## config.mk

```make
export PLATFORM = sky130hd
export DESIGN_NAME = branch_predictor_flat
export DESIGN_NICKNAME = d
export VERILOG_FILES = /design/src/rtl/branch_predictor_if.sv /design/src/rtl/branch_predictor.sv /design/src/flat_wrapper.sv
export SDC_FILE = /design/constraint.sdc
export NUM_CORES = 2
export LEC_CHECK = 0
export ABC_AREA = 1
export ABC_CLOCK_PERIOD_IN_PS = 40000
export CAP_MARGIN = 15
export CORE_MARGIN = 3
export CORE_UTILIZATION = 45
export CTS_CLUSTER_SIZE = 30
export DETAILED_ROUTE_END_ITERATION = 8
export HOLD_SLACK_MARGIN = 0.1
export SLEW_MARGIN = 40
export SYNTH_ARGS = -nofsm -noshare
export SYNTH_HDL_FRONTEND = slang
export SYNTH_SLANG_ARGS = --single-unit
```

## constraint.sdc

```tcl
create_clock -name clk -period 40 [get_ports clk]
set_input_delay 4 -clock clk [delete_from_list [all_inputs] [get_ports clk]]
set_output_delay 4 -clock clk [all_outputs]
set_load 0.05 [all_outputs]
```

## src/rtl/branch_predictor_if.sv

```systemverilog
// branch_predictor_if
//
// Groups the fetch-lookup and branch-resolve signals of the branch predictor.
//
// Handshake: there is no back-pressure. A resolve is accepted on every rising
// clock edge where resolve_valid=1, and resolve_* must be stable around that
// edge. flush_pipeline is a one-cycle registered pulse, and true_address is
// meaningful while flush_pipeline=1.
//
// Signals:
//   fetch_PC            -> predictor  PC being fetched this cycle
//   prediction          <- predictor  1 = predicted taken
//   BTB_address         <- predictor  predicted target (0 if not taken)
//   resolve_valid       -> predictor  a branch resolves this cycle
//   resolve_PC          -> predictor  address of resolving branch
//   resolve_taken       -> predictor  actual outcome
//   resolve_target      -> predictor  actual taken target
//   resolve_pred_taken  -> predictor  direction predicted at fetch
//   resolve_pred_target -> predictor  target predicted at fetch
//   flush_pipeline      <- predictor  mispredict pulse
//   true_address        <- predictor  correct next PC
//   stat_*              <- predictor  statistics (only with BP_STATS_EN)
//
// master = pipeline side, slave = predictor.
interface branch_predictor_if;
    logic [31:0] fetch_PC;
    logic        prediction;
    logic [31:0] BTB_address;
    logic        resolve_valid;
    logic [31:0] resolve_PC;
    logic        resolve_taken;
    logic [31:0] resolve_target;
    logic        resolve_pred_taken;
    logic [31:0] resolve_pred_target;
    logic        flush_pipeline;
    logic [31:0] true_address;
`ifdef BP_STATS_EN
    logic [31:0] stat_branches;
    logic [31:0] stat_mispredicts;
    logic [31:0] stat_btb_hits;
`endif

    modport master (
        output fetch_PC, resolve_valid, resolve_PC, resolve_taken,
               resolve_target, resolve_pred_taken, resolve_pred_target,
        input  prediction, BTB_address, flush_pipeline, true_address
`ifdef BP_STATS_EN
        , input stat_branches, stat_mispredicts, stat_btb_hits
`endif
    );

    modport slave (
        input  fetch_PC, resolve_valid, resolve_PC, resolve_taken,
               resolve_target, resolve_pred_taken, resolve_pred_target,
        output prediction, BTB_address, flush_pipeline, true_address
`ifdef BP_STATS_EN
        , output stat_branches, stat_mispredicts, stat_btb_hits
`endif
    );
endinterface

```

## src/rtl/branch_predictor.sv

```systemverilog
// branch_predictor
//
// Direct-mapped BTB with 2-bit saturating counters, looked up combinationally
// with fetch_PC and updated at the edge where a branch resolves. A resolve
// whose fetch-time prediction was wrong produces a registered one-cycle
// flush_pipeline pulse together with the correct next PC in true_address.
//
// Ports:
//   clk    rising-edge clock
//   reset  asynchronous active-high reset, clears all state
//   bp     branch_predictor_if.slave (lookup, resolve, flush, optional stats)
//
// Parameters:
//   ENTRIES  BTB entries, power of two, 2..256
//   IDX_W    index width, $clog2(ENTRIES)
//
// Optional feature macro: BP_STATS_EN adds saturating counters of resolves,
// mispredicts and BTB hits on resolve.
module branch_predictor #(
    parameter int ENTRIES = 16,
    parameter int IDX_W   = $clog2(ENTRIES)
) (
    input  logic                clk,
    input  logic                reset,
    branch_predictor_if.slave   bp
);
    localparam int TAG_W = 32 - IDX_W;

    logic             valid_q  [ENTRIES];
    logic [TAG_W-1:0] tag_q    [ENTRIES];
    logic [31:0]      target_q [ENTRIES];
    logic [1:0]       ctr_q    [ENTRIES];

    logic             flush_q;
    logic [31:0]      true_q;

    // Lookup: reads the registered table, so a same-cycle update to the same
    // entry is not visible until after the edge.
    logic [IDX_W-1:0] f_idx;
    logic             f_hit;
    logic             f_pred;

    assign f_idx  = bp.fetch_PC[IDX_W-1:0];
    assign f_hit  = valid_q[f_idx] && (tag_q[f_idx] == bp.fetch_PC[31:IDX_W]);
    assign f_pred = f_hit && ctr_q[f_idx][1];

    assign bp.prediction  = f_pred;
    assign bp.BTB_address = f_pred ? target_q[f_idx] : 32'd0;

    // Resolve side
    logic [IDX_W-1:0] r_idx;
    logic             r_hit;
    logic             mispredict;
    logic [31:0]      correct_pc;

    assign r_idx = bp.resolve_PC[IDX_W-1:0];
    assign r_hit = valid_q[r_idx] && (tag_q[r_idx] == bp.resolve_PC[31:IDX_W]);

    // A right direction with a wrong target only matters when both say taken.
    assign mispredict = bp.resolve_valid &&
                        ((bp.resolve_pred_taken != bp.resolve_taken) ||
                         (bp.resolve_taken && bp.resolve_pred_taken &&
                          (bp.resolve_pred_target != bp.resolve_target)));

    assign correct_pc = bp.resolve_taken ? bp.resolve_target
                                         : bp.resolve_PC + 32'd1;

    always_ff @(posedge clk or posedge reset) begin
        if (reset) begin
            for (int i = 0; i < ENTRIES; i++) begin
                valid_q[i]  <= 1'b0;
                tag_q[i]    <= '0;
                target_q[i] <= 32'd0;
                ctr_q[i]    <= 2'd1;   // weakly not taken
            end
        end else if (bp.resolve_valid) begin
            if (r_hit) begin
                if (bp.resolve_taken) begin
                    ctr_q[r_idx]    <= (ctr_q[r_idx] == 2'd3) ? 2'd3 : ctr_q[r_idx] + 2'd1;
                    target_q[r_idx] <= bp.resolve_target;
                end else begin
                    ctr_q[r_idx]    <= (ctr_q[r_idx] == 2'd0) ? 2'd0 : ctr_q[r_idx] - 2'd1;
                end
            end else if (bp.resolve_taken) begin
                // Allocation evicts whatever branch aliased to this index.
                valid_q[r_idx]  <= 1'b1;
                tag_q[r_idx]    <= bp.resolve_PC[31:IDX_W];
                target_q[r_idx] <= bp.resolve_target;
                ctr_q[r_idx]    <= 2'd2;   // weakly taken
            end
        end
    end

    // true_address only loads on a mispredict so it holds between flushes.
    always_ff @(posedge clk or posedge reset) begin
        if (reset) begin
            flush_q <= 1'b0;
            true_q  <= 32'd0;
        end else begin
            flush_q <= mispredict;
            if (mispredict) begin
                true_q <= correct_pc;
            end
        end
    end

    assign bp.flush_pipeline = flush_q;
    assign bp.true_address   = true_q;

`ifdef BP_STATS_EN
    logic [31:0] st_br_q;
    logic [31:0] st_mp_q;
    logic [31:0] st_hit_q;

    always_ff @(posedge clk or posedge reset) begin
        if (reset) begin
            st_br_q  <= 32'd0;
            st_mp_q  <= 32'd0;
            st_hit_q <= 32'd0;
        end else begin
            if (bp.resolve_valid && (st_br_q != 32'hFFFF_FFFF)) begin
                st_br_q <= st_br_q + 32'd1;
            end
            if (mispredict && (st_mp_q != 32'hFFFF_FFFF)) begin
                st_mp_q <= st_mp_q + 32'd1;
            end
            if (bp.resolve_valid && r_hit && (st_hit_q != 32'hFFFF_FFFF)) begin
                st_hit_q <= st_hit_q + 32'd1;
            end
            if (mispredict) begin
                $display("branch_predictor stats: branches=%0d mispredicts=%0d btb_hits=%0d",
                         st_br_q, st_mp_q, st_hit_q);
            end
        end
    end

    assign bp.stat_branches    = st_br_q;
    assign bp.stat_mispredicts = st_mp_q;
    assign bp.stat_btb_hits    = st_hit_q;
`endif
endmodule

```

## src/flat_wrapper.sv

```systemverilog
// flat-port wrapper written by rule: the top's interface ports become plain ports
module branch_predictor_flat 
#(
    parameter int ENTRIES = 16,
    parameter int IDX_W   = $clog2(ENTRIES)
)
  (clk, reset, bp_fetch_PC, bp_resolve_valid, bp_resolve_PC, bp_resolve_taken, bp_resolve_target, bp_resolve_pred_taken, bp_resolve_pred_target, bp_prediction, bp_BTB_address, bp_flush_pipeline, bp_true_address);
  branch_predictor_if bp_i ();
  input  logic clk;
  input  logic reset;
  input wire logic [$bits(bp_i.fetch_PC)-1:0] bp_fetch_PC;
  input wire logic [$bits(bp_i.resolve_valid)-1:0] bp_resolve_valid;
  input wire logic [$bits(bp_i.resolve_PC)-1:0] bp_resolve_PC;
  input wire logic [$bits(bp_i.resolve_taken)-1:0] bp_resolve_taken;
  input wire logic [$bits(bp_i.resolve_target)-1:0] bp_resolve_target;
  input wire logic [$bits(bp_i.resolve_pred_taken)-1:0] bp_resolve_pred_taken;
  input wire logic [$bits(bp_i.resolve_pred_target)-1:0] bp_resolve_pred_target;
  output wire logic [$bits(bp_i.prediction)-1:0] bp_prediction;
  output wire logic [$bits(bp_i.BTB_address)-1:0] bp_BTB_address;
  output wire logic [$bits(bp_i.flush_pipeline)-1:0] bp_flush_pipeline;
  output wire logic [$bits(bp_i.true_address)-1:0] bp_true_address;
  assign bp_i.fetch_PC = bp_fetch_PC;
  assign bp_i.resolve_valid = bp_resolve_valid;
  assign bp_i.resolve_PC = bp_resolve_PC;
  assign bp_i.resolve_taken = bp_resolve_taken;
  assign bp_i.resolve_target = bp_resolve_target;
  assign bp_i.resolve_pred_taken = bp_resolve_pred_taken;
  assign bp_i.resolve_pred_target = bp_resolve_pred_target;
  assign bp_prediction = bp_i.prediction;
  assign bp_BTB_address = bp_i.BTB_address;
  assign bp_flush_pipeline = bp_i.flush_pipeline;
  assign bp_true_address = bp_i.true_address;
  branch_predictor #(.ENTRIES(ENTRIES), .IDX_W(IDX_W)) u_core (.clk(clk), .reset(reset), .bp(bp_i));
endmodule
```

Yosys cells after proc, flatten, opt, wreduce, memory -nomap -nowiden
Cells that the tools add are included.

Bits in registers: 1041. Input port bits: 133. Output and inout bits: 66.

Reductions and logical operators: 13. Multiplexer cells: 40. $lt $le $gt $ge: 3. Equality and inequality tests: 5. Bitwise operators: 7. $add $sub $neg: 3.

Operators by type and width (number): bitwise mux 512 bit (1); bitwise mux 448 bit (1); 2-to-1 mux 32 bit (8); binary-select mux 28 bit (select 4 bit) (2); 2-to-1 mux 28 bit (5); binary-select mux 32 bit (select 4 bit) (1); demux 32 bit (select 4 bit) (1); demux 28 bit (select 4 bit) (1); bitwise mux 32 bit (2); == test 28 bit (2); adder 32 x 1 -> 32 bit, second input constant (1); inequality test 32 bit (1); bitwise OR 16 bit (2); AND 16 bit (1); binary-select mux 2 bit (select 4 bit) (2); inverter 16 bit (1); 2-to-1 mux 2 bit (7); greater-or-equal comparator 5 bit, second input constant (2); inverter 4 -> 5 bit (2); binary-select mux 1 bit (select 4 bit) (2); demux 2 bit (select 4 bit) (1); logical AND 1 bit (7); < comparator 5 x 1 -> 1 bit, second input constant (1); 2-to-1 mux 1 bit (5); 11 further kinds (12).

Depth between registers and ports, before layout
Word-level depth: 9. Mapped depth: 23.

Worst setup path after synthesis
Ideal clock, no wire load.

Kind: input to output. From: input bp_fetch_PC[0]. To: output bp_BTB_address[10]. Stages on the path: 14. Data arrival time: 6.530 ns. Path slack: 29.470 ns. Required time: 36.000 ns. Cell sequence: buf_2 inv_1 clkbuf_1 clkbuf_1 o21ai_0 o21ai_0 o21ai_0 o21ai_0 xnor2_1 nand4_1 nor2_1 nand2_1 buf_2 nor2_1.

Cells in the longest elaborated chain, start to end: 8. Elaborated cells on any way between the ends: 17. Classes of those cells: 1 x eq/ne; 13 x mux; 1 x bitwise; 2 x reduce/logical.

RTL lines: from (decl) (line flat_wrapper.sv:11) `input wire logic [$bits(bp_i.fetch_PC)-1:0] bp_fetch_PC;`; inverter 4 -> 5 bit (not written as such) (*) (line branch_predictor.sv:44, branch_predictor.sv:45, branch_predictor.sv:48); binary-select mux 28 bit (select 4 bit) (line branch_predictor.sv:44) `assign f_hit = valid_q[f_idx] && (tag_q[f_idx] == bp.fetch_PC[31:IDX_W]);`; 2-to-1 mux 28 bit (not written as such) (2 in a row) (line branch_predictor.sv:44); == test 28 bit (line branch_predictor.sv:44); logical AND 1 bit (line branch_predictor.sv:44); logical AND 1 bit (line branch_predictor.sv:45) `assign f_pred = f_hit && ctr_q[f_idx][1];`; 2-to-1 mux 32 bit (*) (line branch_predictor.sv:48) `assign bp.BTB_address = f_pred ? target_q[f_idx] : 32'd0;`; to (decl) (line flat_wrapper.sv:19) `output wire logic [$bits(bp_i.BTB_address)-1:0] bp_BTB_address;`.

Mark *: on every way between the ends. The rest lies on a longest branch, timed or not. The select of a mux whose other input is x is not followed.

Worst setup path in the final report
From: input bp_fetch_PC[1]. To: output bp_BTB_address[12].

The elaborated chain is that of the path after synthesis.

==> results.yml <==
yosys:
  yosysUniqueCellTypes: 43
  synth_area_per_cell_um2: 7.28
  synth_top_area_cell: "dfrtp_1"
  synth_edf_count: 0
  ys_warn_count: 0
  postSynthCellCount: 7630
  ys_seq_area_frac: 0.469
  synthFlopType: "dfrtp_1"
  ys_top_cells_by_area: "dfrtp_1, nand2_1, o21ai_0"
  ys_async_sr_fraction: 1.00
  syn_area_um2: 55500
  synth_top_area_frac: 0.462
  synth_nets: 7768
  ys_ff_latch: 1041
clocking:
  clk_pin_slew_ns: 0.06
  cts_resized: 0
  cts_made_buffers: 116
  clock-root-buffer: "clkbuf_16"
  clock_latency_ns: 0.76
  htree_levels: 3
  clock-sinks: 1041
  post_cts_buffers: 0
  cts_tree: "built"
  ctsLongestPathBuffers: 3
  postCtsHoldBufs: 0
layout:
  postLayoutCoreUtil: 0.507
  instances_no_fill: 9163
  area_growth_pct: 11.6
  fin_nets: 7571
  postLayoutCellArea_um2: 62000
  final_cell_mix: "nand2_1, o21ai_0, dfrtp_1, inv_1, a21oi_1"
  drive_gt1_frac: 0.0475
  mostFrequentLayoutCell: "nand2_1"
timing:
  setup_viol: 0
  finClkSkew_ns: 0.0436
  rsz0062_at_grt: "no"
  hold_violations: 0
  max_freq_ghz: 0.0769
  slew_headroom: 0.403
  worst_pin_slew_ns: 0.892
  tns_ns: 0
  period_needed_ns: 13.00
  min_period_over_period: 0.325
  slew_violations: 0
grt:
  antenna_found_initial: 19
  grt_pass1_wl_um: 308000
  grt_pass1_vias: 48000
  grt_max_degree: 167
  grt_usage: 0.317
  grt-ovfl-total: 0
worst_setup_path:
  reg2regPathDepth: 17
  crit_path_end_kind: "primary output"
  crit_top_cell: "nor2_1"
  worstPathRequired_ns: 36.00
  crit_slowest_cell: "clkdlybuf4s50_1"
  critPathKind: "input pin to primary output"
  max_stage_delay_ns: 0.84
  worstPathArrival_ns: 9.00
  path_cells: "buf_8, buf_4, buf_4, a21oi_1, o21ai_0, nand3_1, nand3_1, o21ai_0, xor2_1, nor2_1, nand4_1, nor2_1, nand2_4, nor2_1, clkdlybuf4s50_1"
  start_kind: "input pin"
  critPathMaxFanout: 82
routing:
  drc: 0
  via_per_inst: 5.65
  drt-total-wl_um: 204000
  first_iter_violations: 6117
  postRouteAntennaNets: 0
  vias: 51800
  post_drt_wl_per_cell_um: 22.3
  first_pass_iters: 8
place:
  dp_hpwl_um: 119000
  io_buffer_count: 198
  place_inst: 8937
  placed_cell_area_um2: 57900
  gp_congestion: 0.921
floorplan:
  rows: 128
  io_pins: 199
  die_width_um: 357
  fp.dieH_um: 357
  dieArea_um2: 128000
  coreArea_um2: 122000
  initial_utilization: 0.455
pwr:
  finalPower_w: 0.00309
  pwr_density_cell_nw_per_um2: 49.9
  p_leak_nw: 28.6
  ir_drop_mv: 0.0394
worst_hold_path:
  min_path_type: "flip-flop to flip-flop"
  hold_depth: 2
outcome:
  status: "finished clean"
job:
  cap_viol_max_count: 0
[state kept, by name, indices dropped and copies added, names as in the netlist]
| name | cells |
|---|---|
| u_core.valid_q | 16 |
| u_core.ctr_q | 32 |
| u_core.bp.true_address | 32 |
| u_core.bp.flush_pipeline | 1 |
| u_core.target_q | 512 |
| u_core.tag_q | 448 |
[worst max-delay path, delay by kind of cell]
kind	cells	cell delay, ns
and+or+nand+nor	7	1.56
AOI/OAI and AO/OA	3	0.33
buffers and inverters	4	2.77
xor gates and xnor gates	1	0.20
[final cells by class]
cell class	count	area (um2)
fill	12000	60200
sequential	1041	26100
multi-input combinational	5239	24100
clock buffer	185	3560
timing repair buffer	295	2980
inverter	740	2830
tap	1625	2030
clock inverter	29	368
antenna	9	22.5
[power by group]
part / switching [W] / leakage (nW) / internal, W
Clock: 0.000462 / 1.94 / 0.000646
Combinational: 0.000391 / 14.0 / 0.000213
Sequential: 0.000114 / 12.7 / 0.00127
[path summary, 6_finish.rpt]
path,startpoint,endpoint,slack [ns]
max,bp_fetch_PC[1],bp_BTB_address[12],27.00
max in group asynchronous,reset,u_core.tag_q[68]$_DFFE_PP0P_,32.83
min,u_core.valid_q[15]$_DFFE_PP0P_,u_core.valid_q[15]$_DFFE_PP0P_,0.46
max reg2reg,u_core.tag_q[366]$_DFFE_PP0P_,u_core.tag_q[371]$_DFFE_PP0P_,35.86
min in group asynchronous,reset,u_core.target_q[101]$_DFFE_PP0P_,3.81
min reg2reg,u_core.valid_q[15]$_DFFE_PP0P_,u_core.valid_q[15]$_DFFE_PP0P_,0.46
[stage by stage]
step / setup WS [ns] / hold WS (ns)
3_5_place_dp: 26.95 / 0.449
5_1_grt: 26.69 / 0.475
6_report: 27.00 / 0.462
2_1_floorplan: 6.73 / 0.428
4_1_cts: 26.94 / 0.462
3_3_place_gp: 26.64 / 0.443
[cell usage after synthesis (3+ instances only)]
master	instances
a211oi_1	3
a21oi_1	605
a221oi_1	16
buf_1	39
buf_2	97
buf_4	29
buf_6	25
clkbuf_1	400
clkbuf_2	20
clkinv_1	29
dfrtp_1	1025
dfstp_2	16
ha_1	5
inv_1	707
inv_2	3
nand2_1	1998
nand2_2	11
nand3_1	365
nand4_1	28
nor2_1	574
nor2_2	3
nor3_1	12
nor3_2	4
nor4_1	10
o2111ai_1	3
o211ai_1	119
o21a_1	64
o21ai_0	1167
o21ai_1	135
o221ai_1	3
o22ai_1	51
xnor2_1	30
xor2_1	20
[per-layer routing]
metal | wire length (um) | part of all wire | track usage | vias up
met5 | 135 | 0.00066 | 0 | -
li1 | - | - | - | 24300
met4 | 8220 | 0.040 | 0.116 | 18
met2 | 90300 | 0.44 | 0.493 | 2339
met3 | 19500 | 0.096 | 0.0693 | 409
met1 | 86100 | 0.42 | 0.435 | 24700
[cells by family (layout without fill, tap and decap cells)]
family                   after synthesis  in the layout  synth area share
AO/OA/AOI/OAI                       2174           2174             0.207
flip-flops                          1041           1041             0.469
other                                  0              9                 0
AND/OR/NAND/NOR                     3009           3009             0.215
multiplexers                           1              1          0.000180
XOR/XNOR                              50             50           0.00788
buffers and inverters               1350           1249            0.0993
adder cells (fa/ha/maj)                5              5           0.00113
Power figures use the tool's default switching activity.
